`config.mk`:
```
export PLATFORM = sky130hd
export DESIGN_NAME = ace_kbd_matrix
export DESIGN_NICKNAME = d
export VERILOG_FILES = /design/src/rtl/ace_kbd_matrix.sv
export SDC_FILE = /design/constraint.sdc
export NUM_CORES = 1
export LEC_CHECK = 0
export ABC_CLOCK_PERIOD_IN_PS = 3810
export CORE_MARGIN = 5
export CORE_UTILIZATION = 55
export DETAILED_ROUTE_END_ITERATION = 10
export PLACE_DENSITY = 0.85
export SLEW_MARGIN = 20
export SYNTH_ARGS = -nofsm -noshare
export SYNTH_HDL_FRONTEND = slang
export SYNTH_SLANG_ARGS = --single-unit
export TNS_END_PERCENT = 10
```
`constraint.sdc`:
```
create_clock -name clk_sys -period 3.81 [get_ports clk_sys]
set_clock_uncertainty 0.15 [all_clocks]
set_input_delay 0.381 -clock clk_sys [delete_from_list [all_inputs] [get_ports clk_sys]]
set_output_delay 0.381 -clock clk_sys [all_outputs]
set_load 0.01 [all_outputs]
```
`src/rtl/ace_kbd_matrix.sv`:
```
// ace_kbd_matrix: PS/2 key events and joystick folded into the Jupiter Ace 8x5 keyboard matrix,
// with SHIFT-compound keys and a minimum hold so short taps survive the ROM scan.
module ace_kbd_matrix #(
  parameter int MIN_HOLD = 1040000
) (
  input  logic        clk_sys,
  input  logic        reset_n,
  input  logic [10:0] ps2_key,
  input  logic [15:0] joystick,
  input  logic [7:0]  kbd_row,
  output logic [4:0]  kbd_col
);
  localparam int CW = MIN_HOLD > 1 ? $clog2(MIN_HOLD + 1) : 1;
  localparam logic [CW-1:0] HOLD = CW'(MIN_HOLD);
  logic          r_armed;
  logic          r_tog;
  logic [45:0]   r_src;
  logic [45:0]   r_pend;
  logic [CW-1:0] r_cnt;
  logic [4:0]    r_col;
  logic          w_hit;
  logic [5:0]    w_idx;
  logic [45:0]   w_bit;
  logic          w_event;
  logic          w_press;
  logic [45:0]   w_pend_n;
  logic          w_expire;
  logic [39:0]   w_key;
  logic [4:0]    w_col;
  // Sources 0..39 are matrix positions row*5+col; 40..45 are BS, ESC, left, down, up, right.
  always_comb begin
    w_hit = 1'b1;
    w_idx = 6'd0;
    case (ps2_key[7:0])
      8'h12: begin w_idx = 6'd0; w_hit = !ps2_key[8]; end
      8'h59: w_idx = 6'd0;
      8'h14: w_idx = 6'd1;
      8'h1A: w_idx = 6'd2;
      8'h22: w_idx = 6'd3;
      8'h21: w_idx = 6'd4;
      8'h1C: w_idx = 6'd5;
      8'h1B: w_idx = 6'd6;
      8'h23: w_idx = 6'd7;
      8'h2B: w_idx = 6'd8;
      8'h34: w_idx = 6'd9;
      8'h15: w_idx = 6'd10;
      8'h1D: w_idx = 6'd11;
      8'h24: w_idx = 6'd12;
      8'h2D: w_idx = 6'd13;
      8'h2C: w_idx = 6'd14;
      8'h16: w_idx = 6'd15;
      8'h1E: w_idx = 6'd16;
      8'h26: w_idx = 6'd17;
      8'h25: w_idx = 6'd18;
      8'h2E: w_idx = 6'd19;
      8'h45: w_idx = 6'd20;
      8'h46: w_idx = 6'd21;
      8'h3E: w_idx = 6'd22;
      8'h3D: w_idx = 6'd23;
      8'h36: w_idx = 6'd24;
      8'h4D: w_idx = 6'd25;
      8'h44: w_idx = 6'd26;
      8'h43: w_idx = 6'd27;
      8'h3C: w_idx = 6'd28;
      8'h35: w_idx = 6'd29;
      8'h5A: w_idx = 6'd30;
      8'h4B: w_idx = 6'd31;
      8'h42: w_idx = 6'd32;
      8'h3B: w_idx = 6'd33;
      8'h33: w_idx = 6'd34;
      8'h29: w_idx = 6'd35;
      8'h3A: w_idx = 6'd36;
      8'h31: w_idx = 6'd37;
      8'h32: w_idx = 6'd38;
      8'h2A: w_idx = 6'd39;
      8'h66: w_idx = 6'd40;
      8'h76: w_idx = 6'd41;
      8'h6B: begin w_idx = 6'd42; w_hit = ps2_key[8]; end
      8'h72: begin w_idx = 6'd43; w_hit = ps2_key[8]; end
      8'h75: begin w_idx = 6'd44; w_hit = ps2_key[8]; end
      8'h74: begin w_idx = 6'd45; w_hit = ps2_key[8]; end
      default: w_hit = 1'b0;
    endcase
  end
  assign w_bit    = 46'd1 << w_idx;
  assign w_event  = r_armed && (ps2_key[10] != r_tog) && w_hit;
  assign w_press  = w_event && ps2_key[9];
  assign w_pend_n = r_pend | ((w_event && !ps2_key[9]) ? (w_bit & r_src) : 46'd0);
  assign w_expire = r_cnt <= CW'(1);
  always_ff @(posedge clk_sys or negedge reset_n) begin
    if (!reset_n) begin
      r_armed <= 1'b0;
      r_tog   <= 1'b0;
      r_src   <= '0;
      r_pend  <= '0;
      r_cnt   <= '0;
    end else begin
      r_armed <= 1'b1;
      r_tog   <= ps2_key[10];
      if (w_press) begin
        r_src  <= r_src | w_bit;
        r_pend <= r_pend & ~w_bit;
        r_cnt  <= HOLD;
      end else begin
        r_src  <= w_expire ? (r_src & ~w_pend_n) : r_src;
        r_pend <= w_expire ? '0 : w_pend_n;
        r_cnt  <= (r_cnt != '0) ? r_cnt - CW'(1) : r_cnt;
      end
    end
  end
  // Compound sources add SHIFT plus their key; joystick is a live, unshifted overlay.
  always_comb begin
    w_key     = r_src[39:0];
    w_key[0]  = r_src[0] | (|r_src[45:40]);
    w_key[20] = r_src[20] | r_src[40];
    w_key[35] = r_src[35] | r_src[41] | joystick[4];
    w_key[19] = r_src[19] | r_src[42] | joystick[1];
    w_key[24] = r_src[24] | r_src[43] | joystick[2];
    w_key[23] = r_src[23] | r_src[44] | joystick[3];
    w_key[22] = r_src[22] | r_src[45] | joystick[0];
    w_col = 5'h1F;
    for (int r = 0; r < 8; r++)
      for (int c = 0; c < 5; c++)
        if (!kbd_row[r] && w_key[r*5+c]) w_col[c] = 1'b0;
  end
  always_ff @(posedge clk_sys or negedge reset_n) begin
    if (!reset_n) r_col <= 5'h1F;
    else r_col <= w_col;
  end
  assign kbd_col = r_col;
endmodule

```
==> After elaboration in Yosys (flattened, before gate mapping) <==
Index checks and enable logic that the tools add are counted.
{ "op_classes": {"addsub": 1, "n_lt_le_gt_ge": 1, "eq_ne": 48, "shift": 1, "muxes": 49, "n_bitwise": 19, "reduce_logical": 60} }
{ "ops": {"columns": ["op", "n"], "rows": [
  ["$pmux W6 S45", 1],
  ["$mux W46", 5],
  ["$eq A8 B6 Y1 const B", 23],
  ["$and A46 B46 Y46", 3],
  ["$eq A8 B7 Y1 const B", 15],
  ["$not A46 Y46", 2],
  ["$or A46 B46 Y46", 2],
  ["$eq A8 B5 Y1 const B", 9],
  ["$shl A1 B6 Y46 const A", 1],
  ["$logic_and A1 B1 Y1", 44],
  ["$reduce_or A42 Y1", 1],
  ["$mux W1", 40],
  ["$mux W20", 2],
  ["$le A20 B1 Y1 const B", 1],
  ["$reduce_bool A20 Y1", 1],
  ["$sub A20 B1 Y20 const B", 1],
  ["$or A1 B1 Y1", 12],
  ["$logic_not A1 Y1", 10],
  ["$reduce_or A6 Y1", 1],
  ["$reduce_bool A2 Y1", 2],
  ["$reduce_or A4 Y1", 1],
  ["$pmux W1 S3", 1],
  ["$ne A1 B1 Y1", 1]
]} }
{ "word_totals": {"reg_bits": 119, "in_bits": 37, "out_inout_bits": 5, "elab_cells": 185} }

==> Longest topological paths before layout <==
{ "depth": {"ltp_word": 11, "mapped_depth": 15} }

==> Least setup slack after synthesis <==
No wires, ideal clock.
{ "synth_timing": {"path_kind": "input to register", "from": "input port ps2_key[7]", "to": "register r_src[15]", "setup_ns": 0.132, "t_arrival_ns": 2.735, "required_ns": 3.528, "setup_slack_ns": 0.793, "path_stages": 13, "path_cell_list": "buf_2 or4b_1 buf_2 or3_4 nand2_2 nor4_1 and4_1 buf_6 a21o_1 buf_6 buf_6 o311ai_1 o21ai_1"} }
{ "synth_via": {"elab_chain_cells": 11, "word_cells_on_any_way": 64} }
{ "synth_lines": {"columns": ["item", "line", "source"], "rows": [
  ["from (decl)", "8", "input logic [10:0] ps2_key,"],
  ["$eq A8 B7 Y1 (tied with other cells)", "34", "case (ps2_key[7:0])"],
  ["$reduce_or A42 Y1 (no line) / $reduce_or A4 Y1 (equally long branches)", null, null],
  ["$pmux W1 S3", "34", null],
  ["$logic_and A1 B1 Y1", "86", "assign w_event = r_armed && (ps2_key[10] != r_tog) && w_hit;"],
  ["$logic_and A1 B1 Y1", "88", "assign w_pend_n = r_pend | ((w_event && !ps2_key[9]) ? (w_bit & r_src) : 46'd0);"],
  ["$mux W46", "88", null],
  ["$or A46 B46 Y46", "88", null],
  ["$not A46 Y46", "105", "r_src <= w_expire ? (r_src & ~w_pend_n) : r_src;"],
  ["$and A46 B46 Y46", "105", null],
  ["$mux W46", "105", null],
  ["$mux W46", "100", "if (w_press) begin"],
  ["to (signal assigned)", "101", "r_src <= r_src | w_bit;"],
  ["to (signal assigned)", "105", null],
  ["to (decl)", "17", "logic [45:0] r_src;"]
]} }
Parallel ways exist; a longest one is shown, timed or not. The select of a mux whose other input is x is not followed.
A chain may end at the register's enable or synchronous reset.

==> Final worst setup path <==
{ "layout_timing": {"from": "input port ps2_key[7]", "to": "register r_pend[10]"} }
{ "layout_via": {"elab_chain_cells": 9, "word_cells_on_any_way": 62} }
{ "layout_lines": {"columns": ["item", "line", "source"], "rows": [
  ["$eq A8 B7 Y1 (tied with other cells)", "34", null],
  ["$reduce_or A42 Y1 (no line) / $reduce_or A4 Y1 (equally long branches)", null, null],
  ["$pmux W1 S3", "34", null],
  ["$logic_and A1 B1 Y1", "86", null],
  ["$logic_and A1 B1 Y1", "88", null],
  ["$mux W46", "88", null],
  ["$or A46 B46 Y46", "88", null],
  ["$mux W46", "106", "r_pend <= w_expire ? '0 : w_pend_n;"],
  ["$mux W46 *", "100", null],
  ["to (signal assigned)", "102", "r_pend <= r_pend & ~w_bit;"],
  ["to (signal assigned)", "106", null],
  ["to (decl)", "18", "logic [45:0] r_pend;"]
]} }
Mark *: on every way between the ends. The rest lies on a longest branch, timed or not.

==> metrics.md <==
| Metric | Value |
|---|---|
| Worst-Margin Slew | just over 900 ps |
| Final hold vios | 0 |
| RSZ-0062 raised after global routing | no |
| Startpoint Class | input pin |
| Asr flop ratio synth | 1.00 |
| Clock buffer depth | 2 |
| Syn Std Cell Area | 7870 um^2 |
| First-pass GRT wire length | 41300 um |
| Commonest non-fill, non-tap cell in the layout | dfrtp_1 |
| Rows | 43 |
| Wire length per cell | 21.4 um |
| Most frequent cells in the layout | 114 x dfrtp_1, 113 x nand2_1, 94 x nand3_1 |
| Prevailing post-synth register cell | dfrtp_1 |
| Antenna cells | 0 |
| Outcome | finished, final reports clean |
| Finish-stage setup viols | 0 |
| Routed Antenna Nets | 0 |
| IO Pins | 42 |
| All-Layer GR Usage | 0.311 |
| Fin util | 0.671 |
| Fin. max-slew vios | 0 |
| Reg power frac | 0.395 |
| Post-CTS sizing | 0 |
| Share of total power in the clock network | 0.446 |
| F_max | 299 MHz |
| Avg Cell Area, Syn | slightly above 8 um^2 |
| First-pass DRT Iterations | 9 |
| Post-synthesis net count | slightly above 1000 |
| NetSw | 1.10 mW |
| Port Buf Inserts | 30 |
| Seq/Total Area, Yosys | 0.379 |
| Die Wd | 130 um |
| Yosys warns | 0 |
| Max IR drop VDD | around 0.0003 V |
| Vias | ~8400 |
| Comb power frac | 0.158 |
| Aggregate negative setup slack | 0 ps |
| Root Buffer | clkbuf_16 |
| WP data arrival | 3530 ps |
| Slew HR | 0.387 |
| Layout cells sized above 1 | 0.123 |
| Tcrit/Tclk final | 0.877 |
| TritonCTS Buffers | 17 |
| Synth cell types | between 70 and 80 |
| Critical path class | in2reg |
| Switch share | 0.279 |
| Number of synthesized register bits | approximately 120 |
| Maxcap violations | 0 |
| Synthesized instance count | 971 |
| Crit-path max FO | 16 |
| PD cells | around 420 nW/um^2 |
| EDFF count, synth | 0 |
| Gpl congestion | 0.992 |
| Clk sinks | 119 |
| Worst setup EP type | flop |
| Detailed placement HPWL | 17400 um |
| Final setup margin | about 470 ps |
| Overall power | 3.94 mW |
| Final #Nets | 1047 |
| Leakage power | 3.70 nW |
| CTS H-Tree Depth | 4 |
| Vias/cell | 7.01 |
| Initial DRC Count | 1540 |
| Largest net degree at the start of global routing | 71 |
| Worst Hold Class | in2reg |
| CTS tree | yes |
| Required @ worst endpoint | around 4000 ps |
| Post-CTS setup buffer count | 0 |
| CTS hold repair buffers | 1 |
| Vias in the first global route | a little under 8000 |
| Die footprint | around 17000 um^2 |
| Initial Utilization | 0.565 |
| Die Ht | 130 um |
| Cell Int Power | 2.84 mW |
| Pre-CTS WS | 97.2 ps |
| GRT Residual Overflow | 0 |
| Minimum clock period | 3340 ps |
| Synth-to-layout area growth | 18.7% |
| Initial antenna violation count | 0 |
| Drt total wl | 25800 um |
| Clock latency on the worst-skew pair | roughly 430 ps |
| # DRC | 0 |
| Reg clk slew, reported paths | 60 ps |
| Core footprint | 13900 um^2 |
area by class of cell:
| type | count | area (um^2) |
|---|---|---|
| multi-input cells | 735 | 4340 |
| inverters | 36 | 135 |
| clock buffers | 21 | 480 |
| well taps | 180 | 225 |
| repair buffers | 99 | 1010 |
| flip-flops and latches | 119 | 2980 |
| fillers | 1046 | 4590 |
| clock inverters | 11 | 169 |
per-stage QoR:
stage                     hold slack, ps  instances  cell area [um^2]
final                                302       1201              9340
after CTS                            304       1201              9340
after floorplan                    -64.6        971              7870
after detailed placement             340       1168              8680
after global placement               329       1168              8680
after global routing                 308       1201              9340
Yosys cell counts, types with 4 or more instances:
| library cell | n | share of area |
|---|---|---|
| dfrtp_1 | 114 | 0.36 |
| nand2_1 | 113 | 0.054 |
| nand3_1 | 94 | 0.060 |
| nor2_1 | 74 | 0.035 |
| nor3_1 | 55 | 0.035 |
| a31oi_1 | 49 | 0.039 |
| o211ai_1 | 46 | 0.044 |
| clkbuf_1 | 37 | 0.018 |
| inv_1 | 36 | 0.017 |
| o22ai_1 | 32 | 0.025 |
| buf_2 | 26 | 0.017 |
| o21ai_0 | 23 | 0.015 |
| a21oi_1 | 19 | 0.012 |
| o21ai_1 | 17 | 0.011 |
| nand2b_1 | 14 | 0.011 |
| nor4_1 | 12 | 0.0095 |
| and3_1 | 11 | 0.0087 |
| nand3b_1 | 11 | 0.010 |
| o311ai_1 | 11 | 0.012 |
| and2_1 | 10 | 0.0079 |
| nor2b_1 | 10 | 0.0079 |
| xnor2_1 | 10 | 0.011 |
| xor2_1 | 9 | 0.010 |
| buf_4 | 8 | 0.0076 |
| buf_6 | 8 | 0.011 |
| nor3b_1 | 8 | 0.0076 |
| nand4_1 | 7 | 0.0056 |
| or3_1 | 7 | 0.0056 |
| a21o_1 | 6 | 0.0057 |
| dfstp_2 | 5 | 0.017 |
| nor4bb_1 | 5 | 0.0064 |
| or4_1 | 5 | 0.0048 |
| nor4b_2 | 4 | 0.0076 |
| o221ai_1 | 4 | 0.0045 |
worst max-delay path: stages:
cell	delay (ps)
clkdlybuf4s50_1	610
or4b_1	670
or3_4	470
nand2_2	110
nor4_1	50
and4_1	200
buf_4	160
a21oi_4	210
buf_12	170
buf_12	150
a31oi_1	140
o211ai_1	200
path summary, 6_finish.rpt:
| path | startpoint | to | slack (ps) | depth (start not counted) |
|---|---|---|---|---|
| worst min-delay path | ps2_key[10] | r_tog | 300 | 1 |
| worst min register to register | r_cnt[16] | r_cnt[16] | 360 | 1 |
| worst max-delay path | ps2_key[7] | r_pend[10] | 470 | 12 |
| max in group asynchronous | reset_n | r_pend[13] | 2270 | 3 |
| min in group asynchronous | reset_n | r_src[1] | 460 | 2 |
| worst max register to register | r_cnt[10] | r_src[30] | 500 | 8 |
routing by layer:
metal / track usage / wire (um) / vias up
met5: 0 / 0 / -
met4: 0.141 / 1220 / 0
met3: 0.0965 / 3530 / 131
met2: 0.459 / 11200 / 685
met1: 0.422 / 9820 / 3930
li1: - / - / 3672
power groups by stage:
stage | sequential (mW) | combinational (mW) | clock (mW)
CTS | 1.55 | 0.615 | 1.76
floorplan | 1.53 | 0.412 | 0
global placement | 1.55 | 0.580 | 0
detailed placement | 1.56 | 0.605 | 0
global route | 1.57 | 0.684 | 1.82
finish | 1.56 | 0.623 | 1.76
sequential cells by signal, summed over array words and instances, names as in the netlist:
| name | cells |
|---|---|
| r_armed | 1 |
| r_tog | 1 |
| r_cnt | 20 |
| r_src | 46 |
| r_pend | 46 |
| kbd_col | 5 |
cell families after synthesis:
group	count (synthesis)	synth area share
and+or+nand+nor	470	0.313
AOI/OAI and AO/OA	243	0.212
DFF	119	0.379
buffers and inverters	117	0.0714
xor gates and xnor gates	19	0.0211
adders and majority gates	2	0.00318
other	1	0.000476
No activity file was read; power rests on OpenSTA's default activity.
